[src/rtl/mem_port_arbiter_pkg.sv]
// Shared types and defaults for the memory port arbiter.
//   arb_state_t : arbiter FSM encoding
//   timer_w()   : watchdog counter width for a given TIMEOUT
package mem_port_arbiter_pkg;
  localparam int ADDR_W      = 32;
  localparam int DATA_W      = 32;
  localparam int TIMEOUT_DEF = 255;

  typedef enum logic [1:0] {ARB_IDLE, ARB_MEM_WAIT, ARB_IF_WAIT} arb_state_t;

  function automatic int timer_w(input int t);
    return (t < 1) ? 1 : $clog2(t + 1);
  endfunction
endpackage

[src/rtl/mem_port_arbiter_if.sv]
// Bundle of all arbiter-facing signals: IF requester, MEM requester,
// external bus.
//   slave  : arbiter view (requests/bus_ack in, responses/bus command out)
//   master : environment view (core stages + memory)
interface mem_port_arbiter_if #(
  parameter int ADDR_W = 32,
  parameter int DATA_W = 32
) ();
  // instruction fetch side
  logic              if_req;
  logic [ADDR_W-1:0] if_addr;
  logic              if_flush;
  logic [DATA_W-1:0] if_rdata;
  logic              if_valid;
  logic              if_stall_req;
  // load/store side
  logic                mem_req;
  logic                mem_we;
  logic [ADDR_W-1:0]   mem_addr;
  logic [DATA_W-1:0]   mem_wdata;
  logic [DATA_W/8-1:0] mem_be;
  logic [DATA_W-1:0]   mem_rdata;
  logic                mem_valid;
  logic                mem_stall_req;
  // external bus
  logic                bus_req;
  logic                bus_we;
  logic [ADDR_W-1:0]   bus_addr;
  logic [DATA_W-1:0]   bus_wdata;
  logic [DATA_W/8-1:0] bus_be;
  logic                bus_ack;
  logic [DATA_W-1:0]   bus_rdata;
  logic                bus_err;

  modport slave (
    input  if_req, if_addr, if_flush,
    output if_rdata, if_valid, if_stall_req,
    input  mem_req, mem_we, mem_addr, mem_wdata, mem_be,
    output mem_rdata, mem_valid, mem_stall_req,
    output bus_req, bus_we, bus_addr, bus_wdata, bus_be, bus_err,
    input  bus_ack, bus_rdata
  );

  modport master (
    output if_req, if_addr, if_flush,
    input  if_rdata, if_valid, if_stall_req,
    output mem_req, mem_we, mem_addr, mem_wdata, mem_be,
    input  mem_rdata, mem_valid, mem_stall_req,
    input  bus_req, bus_we, bus_addr, bus_wdata, bus_be, bus_err,
    output bus_ack, bus_rdata
  );
endinterface

[src/rtl/mem_port_arbiter_timer.sv]
// Bus watchdog counter.
//   clk, reset : clock, async active-low reset
//   clr        : restart from 0 (takes priority over en)
//   en         : count this cycle
//   expired    : count has reached TIMEOUT (counter holds there)
module mem_arb_timer
  import mem_port_arbiter_pkg::*;
#(
  parameter int TIMEOUT = TIMEOUT_DEF,
  localparam int W = timer_w(TIMEOUT)
) (
  input  logic clk,
  input  logic reset,
  input  logic clr,
  input  logic en,
  output logic expired
);
  logic [W-1:0] cnt;

  assign expired = (cnt == W'(TIMEOUT));

  always_ff @(posedge clk or negedge reset) begin
    if (!reset)             cnt <= '0;
    else if (clr)           cnt <= '0;
    else if (en && !expired) cnt <= cnt + 1'b1;
  end
endmodule

[src/rtl/mem_port_arbiter.sv]
// Shares the single external memory port between instruction fetch and
// the MEM stage. One transaction in flight, MEM has fixed priority.
//   clk, reset : clock, async active-low reset
//   arb        : interface (slave view) carrying IF/MEM requests and
//                responses, stall requests and the external bus
// Responses (valid/rdata/bus_err) are combinational from the completing
// cycle; the bus command and bus_req are registered.
module mem_port_arbiter
  import mem_port_arbiter_pkg::*;
#(
  parameter int ADDR_W  = mem_port_arbiter_pkg::ADDR_W,
  parameter int DATA_W  = mem_port_arbiter_pkg::DATA_W,
  parameter int TIMEOUT = TIMEOUT_DEF
) (
  input logic            clk,
  input logic            reset,
  mem_port_arbiter_if.slave arb
);
  arb_state_t          state;
  logic                discard;
  logic                bus_req_q, bus_we_q;
  logic [ADDR_W-1:0]   bus_addr_q;
  logic [DATA_W-1:0]   bus_wdata_q;
  logic [DATA_W/8-1:0] bus_be_q;

  logic in_wait, grant_mem, grant_if, tmo_hit, ack, abort, done;
  logic mem_vld, if_vld;

  assign in_wait   = (state != ARB_IDLE);
  assign grant_mem = (state == ARB_IDLE) && arb.mem_req;
  // a flush in IDLE only blocks this cycle's fetch grant
  assign grant_if  = (state == ARB_IDLE) && !arb.mem_req && arb.if_req && !arb.if_flush;

  mem_arb_timer #(.TIMEOUT(TIMEOUT)) u_timer (
    .clk     (clk),
    .reset   (reset),
    .clr     (grant_mem || grant_if),
    .en      (in_wait),
    .expired (tmo_hit)
  );

  // ack beats a same-cycle timeout; bus_ack outside a wait state is ignored
  assign ack   = in_wait && arb.bus_ack;
  assign abort = in_wait && tmo_hit && !arb.bus_ack;
  assign done  = ack || abort;

  assign mem_vld = (state == ARB_MEM_WAIT) && done;
  assign if_vld  = (state == ARB_IF_WAIT) && done && !(discard || arb.if_flush);

  assign arb.mem_valid = mem_vld;
  assign arb.mem_rdata = ((state == ARB_MEM_WAIT) && ack) ? arb.bus_rdata : '0;
  assign arb.if_valid  = if_vld;
  assign arb.if_rdata  = ((state == ARB_IF_WAIT) && ack) ? arb.bus_rdata : '0;
  assign arb.bus_err   = abort;

  assign arb.mem_stall_req = arb.mem_req && !mem_vld;
  assign arb.if_stall_req  = (arb.if_req && !if_vld) || arb.mem_stall_req;

  assign arb.bus_req   = bus_req_q;
  assign arb.bus_we    = bus_we_q;
  assign arb.bus_addr  = bus_addr_q;
  assign arb.bus_wdata = bus_wdata_q;
  assign arb.bus_be    = bus_be_q;

  always_ff @(posedge clk or negedge reset) begin
    if (!reset) begin
      state       <= ARB_IDLE;
      discard     <= 1'b0;
      bus_req_q   <= 1'b0;
      bus_we_q    <= 1'b0;
      bus_addr_q  <= '0;
      bus_wdata_q <= '0;
      bus_be_q    <= '0;
    end else begin
      case (state)
        ARB_IDLE: begin
          if (grant_mem) begin
            state       <= ARB_MEM_WAIT;
            bus_req_q   <= 1'b1;
            bus_we_q    <= arb.mem_we;
            bus_addr_q  <= arb.mem_addr;
            bus_wdata_q <= arb.mem_wdata;
            bus_be_q    <= arb.mem_be;
          end else if (grant_if) begin
            state       <= ARB_IF_WAIT;
            bus_req_q   <= 1'b1;
            bus_we_q    <= 1'b0;
            bus_addr_q  <= arb.if_addr;
            bus_wdata_q <= '0;
            bus_be_q    <= '1;
          end
        end
        ARB_MEM_WAIT, ARB_IF_WAIT: begin
          if (done) begin
            state     <= ARB_IDLE;
            bus_req_q <= 1'b0;
          end
        end
        default: begin
          state     <= ARB_IDLE;
          bus_req_q <= 1'b0;
        end
      endcase

      // a killed fetch still runs to completion on the bus; only its
      // response is dropped
      if (state == ARB_IF_WAIT && !done) discard <= discard || arb.if_flush;
      else                               discard <= 1'b0;
    end
  end
endmodule
[src/flat_wrapper.sv]
// flat-port wrapper written by rule: the top's interface ports become plain ports
module mem_port_arbiter_flat import mem_port_arbiter_pkg::*;
#(
  parameter int ADDR_W  = mem_port_arbiter_pkg::ADDR_W,
  parameter int DATA_W  = mem_port_arbiter_pkg::DATA_W,
  parameter int TIMEOUT = TIMEOUT_DEF
)
  (clk, reset, arb_if_req, arb_if_addr, arb_if_flush, arb_if_rdata, arb_if_valid, arb_if_stall_req, arb_mem_req, arb_mem_we, arb_mem_addr, arb_mem_wdata, arb_mem_be, arb_mem_rdata, arb_mem_valid, arb_mem_stall_req, arb_bus_req, arb_bus_we, arb_bus_addr, arb_bus_wdata, arb_bus_be, arb_bus_err, arb_bus_ack, arb_bus_rdata);
  mem_port_arbiter_if #(.ADDR_W(ADDR_W), .DATA_W(DATA_W)) arb_i ();
  input logic clk;
  input logic reset;
  input wire logic [$bits(arb_i.if_req)-1:0] arb_if_req;
  input wire logic [$bits(arb_i.if_addr)-1:0] arb_if_addr;
  input wire logic [$bits(arb_i.if_flush)-1:0] arb_if_flush;
  output wire logic [$bits(arb_i.if_rdata)-1:0] arb_if_rdata;
  output wire logic [$bits(arb_i.if_valid)-1:0] arb_if_valid;
  output wire logic [$bits(arb_i.if_stall_req)-1:0] arb_if_stall_req;
  input wire logic [$bits(arb_i.mem_req)-1:0] arb_mem_req;
  input wire logic [$bits(arb_i.mem_we)-1:0] arb_mem_we;
  input wire logic [$bits(arb_i.mem_addr)-1:0] arb_mem_addr;
  input wire logic [$bits(arb_i.mem_wdata)-1:0] arb_mem_wdata;
  input wire logic [$bits(arb_i.mem_be)-1:0] arb_mem_be;
  output wire logic [$bits(arb_i.mem_rdata)-1:0] arb_mem_rdata;
  output wire logic [$bits(arb_i.mem_valid)-1:0] arb_mem_valid;
  output wire logic [$bits(arb_i.mem_stall_req)-1:0] arb_mem_stall_req;
  output wire logic [$bits(arb_i.bus_req)-1:0] arb_bus_req;
  output wire logic [$bits(arb_i.bus_we)-1:0] arb_bus_we;
  output wire logic [$bits(arb_i.bus_addr)-1:0] arb_bus_addr;
  output wire logic [$bits(arb_i.bus_wdata)-1:0] arb_bus_wdata;
  output wire logic [$bits(arb_i.bus_be)-1:0] arb_bus_be;
  output wire logic [$bits(arb_i.bus_err)-1:0] arb_bus_err;
  input wire logic [$bits(arb_i.bus_ack)-1:0] arb_bus_ack;
  input wire logic [$bits(arb_i.bus_rdata)-1:0] arb_bus_rdata;
  assign arb_i.if_req = arb_if_req;
  assign arb_i.if_addr = arb_if_addr;
  assign arb_i.if_flush = arb_if_flush;
  assign arb_if_rdata = arb_i.if_rdata;
  assign arb_if_valid = arb_i.if_valid;
  assign arb_if_stall_req = arb_i.if_stall_req;
  assign arb_i.mem_req = arb_mem_req;
  assign arb_i.mem_we = arb_mem_we;
  assign arb_i.mem_addr = arb_mem_addr;
  assign arb_i.mem_wdata = arb_mem_wdata;
  assign arb_i.mem_be = arb_mem_be;
  assign arb_mem_rdata = arb_i.mem_rdata;
  assign arb_mem_valid = arb_i.mem_valid;
  assign arb_mem_stall_req = arb_i.mem_stall_req;
  assign arb_bus_req = arb_i.bus_req;
  assign arb_bus_we = arb_i.bus_we;
  assign arb_bus_addr = arb_i.bus_addr;
  assign arb_bus_wdata = arb_i.bus_wdata;
  assign arb_bus_be = arb_i.bus_be;
  assign arb_bus_err = arb_i.bus_err;
  assign arb_i.bus_ack = arb_bus_ack;
  assign arb_i.bus_rdata = arb_bus_rdata;
  mem_port_arbiter #(.ADDR_W(ADDR_W), .DATA_W(DATA_W), .TIMEOUT(TIMEOUT)) u_core (.clk(clk), .reset(reset), .arb(arb_i));
endmodule
[config.mk]
export PLATFORM = sky130hd
export DESIGN_NAME = mem_port_arbiter_flat
export DESIGN_NICKNAME = d
export VERILOG_FILES = /design/src/rtl/mem_port_arbiter_pkg.sv /design/src/rtl/mem_port_arbiter_if.sv /design/src/rtl/mem_port_arbiter_timer.sv /design/src/rtl/mem_port_arbiter.sv /design/src/flat_wrapper.sv
export SDC_FILE = /design/constraint.sdc
export NUM_CORES = 1
export LEC_CHECK = 0
export BUFFER_PORTS_ARGS = -buffer_cell sky130_fd_sc_hd__buf_2
export CAP_MARGIN = 20
export CORE_AREA = 2 2 108 110
export DETAILED_ROUTE_END_ITERATION = 10
export DIE_AREA = 0 0 110 112
export PLACE_DENSITY = 0.7
export SLEW_MARGIN = 10
export SYNTH_ARGS = -nofsm -noshare
export SYNTH_HDL_FRONTEND = slang
export SYNTH_SLANG_ARGS = --single-unit
[constraint.sdc]
create_clock -name clk -period 3.65 [get_ports clk]
set_clock_uncertainty 0.1 [all_clocks]
set_input_delay 0.5475 -clock clk [delete_from_list [all_inputs] [get_ports clk]]
set_output_delay 0.5475 -clock clk [all_outputs]
set_load 0.01 [all_outputs]
* Yosys cells after proc, flatten, opt, wreduce, memory -nomap -nowiden
Cells that the tools add are included.
Word-level totals: bits in registers 81, input bits 139, output and inout port bits 139, word-level logic and storage cells 70
Cells by class: $add $sub $neg 1, eq/ne operators 5, mux-type cells 21, reductions and logical operators 35
Operator list (number):
- $mux W32 | 6
- $logic_and A1 B1 Y1 | 16
- $mux W8 | 2
- $add A8 B1 Y8 const B | 1
- $eq A8 B8 Y1 const B | 1
- $logic_not A1 Y1 | 8
- $mux W4 | 2
- $mux W1 | 6
- $mux W2 | 3
- $reduce_bool A2 Y1 | 3
- $logic_or A1 B1 Y1 | 4
- $pmux W2 S2 | 1
- $reduce_and A2 Y1 | 2
- $ne A3 B1 Y1 const B | 1
- $eq A2 B1 Y1 const B | 1
- $eq A2 B2 Y1 const B | 1
- $logic_not A2 Y1 | 1
- $ne A2 B1 Y1 const B | 1
- $pmux W1 S2 | 1
- $reduce_or A2 Y1 | 1

* Depth between registers and ports, before layout
depth after elaboration 9, depth in mapped cells 7, mapped depth without buffers 6

* By module
From an unflattened synthesis, not the netlist that was laid out.
Unflattened totals: cell total of the unflattened synthesis 347, area, all modules 4341.7 sq um
Modules (own cells, without submodules):
- mem_port_arbiter | instances 1, cells an instance 300, area an instance 3872.5 sq um, sequential area each 1826.8 sq um
- mem_arb_timer | instances 1, cells an instance 47, area an instance 469.2 sq um, sequential area each 200.2 sq um

* Least setup slack after synthesis
Ideal clock, no wire load.
path type flip-flop to output port, start register u_core.state[0], end output arb_bus_err, arrival 1.476 ns, required time 3.002 ns, path slack 1.526 ns, cell stages (with the launch flop) 6, buffers on the path 1, path through dfrtp_1 inv_1 ha_1 buf_2 nor2b_1 nor4b_1
On the way: word-level cells in the longest chain between the ends 3
Ends and longest elaborated chain:
- start, declared | RTL line mem_port_arbiter.sv:19 | arb_state_t state;
- start signal, assigned | RTL line mem_port_arbiter.sv:67 | state <= ARB_IDLE;
- start signal, assigned | RTL line mem_port_arbiter.sv:78 | state <= ARB_MEM_WAIT;
- start signal, assigned | RTL line mem_port_arbiter.sv:85 | state <= ARB_IF_WAIT;
- $reduce_bool A2 Y1 | RTL line mem_port_arbiter.sv:29 | assign in_wait = (state != ARB_IDLE);
- $logic_and A1 B1 Y1 (2 in series) | RTL line mem_port_arbiter.sv:44 | assign abort = in_wait && tmo_hit && !arb.bus_ack;
- end, declared | RTL line flat_wrapper.sv:31 | output wire logic [$bits(arb_i.bus_err)-1:0] arb_bus_err;
Every way passes these cells.

* Final worst setup path
start register u_core.state[1], end output arb_mem_rdata[4]
On the way: word-level cells in the longest chain between the ends 4, elaborated cells on any way between the ends 5, classes of those cells eq/ne (1); mux (1); reduce/logical (3)
Ends and longest elaborated chain:
- $reduce_bool A2 Y1 | RTL line mem_port_arbiter.sv:29
- $logic_and A1 B1 Y1 | RTL line mem_port_arbiter.sv:43 | assign ack = in_wait && arb.bus_ack;
- $logic_and A1 B1 Y1 * | RTL line mem_port_arbiter.sv:51 | assign arb.mem_rdata = ((state == ARB_MEM_WAIT) && ack) ? arb.bus_rdata : '0;
- $mux W32 * | RTL line mem_port_arbiter.sv:51
- end, declared | RTL line flat_wrapper.sv:23 | output wire logic [$bits(arb_i.mem_rdata)-1:0] arb_mem_rdata;
Every way passes the cells marked *; elsewhere a longest branch is shown, timed or not.

==> summary.txt <==
outcome: finished clean
total die area: 0.0123 mm^2
Clk Latency, worst-skew pair: 330 ps
Max Slew Vio Count: 0
DR WL/cell: 15.2 um
Die Width: 110 um
Tmin final: 2950 ps
critical-path cell list: inv_1 -> ha_1 -> and3b_1 -> and2_1 -> buf_2
row count: 39
Synth cell types: 41
RSZ-0062 raised after global routing: no
pin count of the biggest net entering global routing: 82
first-pass iteration count of the detailed router: 4
worst-case vdd ir drop: 341 uV
HP Class: in2async
Vias/cell: 4.92
Post-layout nets: 810
crit path kind: reg2out
Worst Path Buf+Inv: 2
Critical Path Fanout Max: 32
R2R depth: 6
Final Cell Area: 0.00569 mm^2
Ys Warns: 0
dpl ws: 1020 ps
top cells by area, synth: dfrtp_1 (52%), and2_1 (10%), a22o_1 (7.4%)
Placeable Area: 0.0112 mm^2
P_leak: 3.09 nW
fmax: 0.339 GHz
final WL: 12300 um
CTS resizes: 0
clk root buf: clkbuf_16
Syn Area/Cell: 9.63 um^2
dpl cell area: 0.00536 mm^2
ant diodes: 0
total power: 4.27 mW
hold buffers post-CTS: 0
fill cell count: 1071
placed insts: 798
number of global-route vias before repair: 3851
GRT Overall Usage: 19.5%
max-cap violation count: 0
Sink Count: 81
clock slew at reported path FFs: 60 ps
Synth area leader: dfrtp_1
Placer Congestion: 0.758
Area Growth Syn to Fin: 46.0%
first-pass GRT wire length: 18600 um
ys async rst share: 100%
clock buffer depth: 2
# H-tree levels: 3
syn_nets: 548
worst reg2reg path startpoint: u_core.state[1]
number of buffers created by CTS: 9
CTS tree: done
share of layout cells above drive strength 1: 45.1%
gr ovfl total: 0
worst slew pin tran: 748 ps
reg-to-reg endpoint: u_core.arb.bus_addr[1]
final setup fails: 0
final core utilization: 50.9%
post-synthesis register bit count: 81
Slew HR: 50.1%
synthesized cell area: 0.00390 mm^2
Largest delay share family, worst path: simple AND/OR/NAND/NOR gates
reg-to-reg slack, setup: 1260 ps
post-route clock period utilization: 80.9%
postcts setup bufs: 0
via count: 4011
pwr dens: 751 mW/mm^2
Critical Path RT: 3000 ps
Non-Filler Instances: 815
EDFF count, synth: 0
multi-input logic area: 0.00170 mm^2
Critical Path Sink Type: output port
# DRC: 0
ANT nets after route: 0
CP Launch Type: flip-flop
post-synth top area share: 52.0%
Fin. Hold Viols: 0
crit path DAT: 2310 ps
final setup margin: 697 ps
CP max stage delay: 760 ps
Mapped Cells: 405
antenna violations before repair: 0
Min Hold Slack: 86.1 ps
io pins: 278
predominant post-synthesis flop cell: dfrtp_1
register area share after synthesis: 52.0%
IO Port Bufs: 277
DRT iter0 DRCs: 219
Final HPWL DP: 9320 um
register area: 0.00203 mm^2
initial core utilization: 34.9%
setup TNS: 0 ps
Crit-path slowest cell: and3b_1
die height: 112 um
[logic make-up after synthesis]
logic type | after synthesis | synth area share (%)
muxes | 1 | 0.257
DFF | 81 | 52.0
buffers and inverters | 36 | 4.53
AOI/OAI and AO/OA | 95 | 18.3
and+or+nand+nor | 188 | 23.6
adders and majority gates | 4 | 1.28
[Yosys cell counts, drive strengths merged, types with 2 or more instances]
cell type / instances
a22o: 33
and2: 65
nor2b: 3
clkbuf: 11
a31oi: 33
o21ai: 5
nand3: 6
nor2: 35
inv: 5
o41ai: 2
buf: 20
nand2: 69
o311ai: 3
ha: 4
nor3: 2
and3b: 2
o211ai: 2
dfrtp: 81
a21oi: 3
o21a: 3
o22a: 4
[sequential cells by signal, indices dropped and copies added (netlist names)]
signal,cells
u_core.arb.bus_addr,32
u_core.arb.bus_be,4
u_core.arb.bus_req,1
u_core.arb.bus_wdata,32
u_core.arb.bus_we,1
u_core.discard,1
u_core.state,2
u_core.u_timer.cnt,8
[layout make-up]
type / count / area share [%]
timing repair buffer: 282 / 25.5
clock buffer: 11 / 4.09
tap: 143 / 3.14
inverter: 5 / 0.330
clock inverter: 5 / 1.41
sequential: 81 / 35.6
multi-input combinational: 288 / 29.9
[layout by cell type, fill, tap and decap left out, types with 3 or more instances in the layout]
cell         n
nor2_1      35
nand3_1      6
dfrtp_1     81
nor2b_1      3
buf_4        4
a31oi_1     33
ha_1         4
and2_1      64
o21ai_0      4
buf_2      276
a22o_1      33
nand2_1     68
o22a_1       4
clkbuf_16    9
inv_1        5
[where the power goes]
part / internal, mW / switching [mW]
sequential: 1.30 / 0.232
clock: 0.598 / 0.353
combinational: 0.766 / 1.02
total: 2.66 / 1.61
[worst max-delay path by stage]
stage,depth (start not counted),slack [ps],endpoint,start
6_report,5,700,arb_mem_rdata[4],u_core.state[1]
5_1_grt,5,500,arb_mem_rdata[16],u_core.state[1]
4_1_cts,5,660,arb_mem_rdata[3],u_core.state[1]
3_5_place_dp,5,1020,arb_mem_rdata[3],u_core.state[1]
3_3_place_gp,5,1180,arb_mem_rdata[7],u_core.state[1]
2_1_floorplan,5,1530,arb_bus_err,u_core.state[0]
[metal layers]
metal  up-vias  part of all wire (%)  global-route usage (%)
li1       1924                     -                       -
met1      1890                    38                    21.8
met2       182                    52                    35.4
met3        15                   7.9                    4.92
met4         0                   1.8                    6.41
met5         -                     0                       0
No activity file was read; power rests on OpenSTA's default activity.
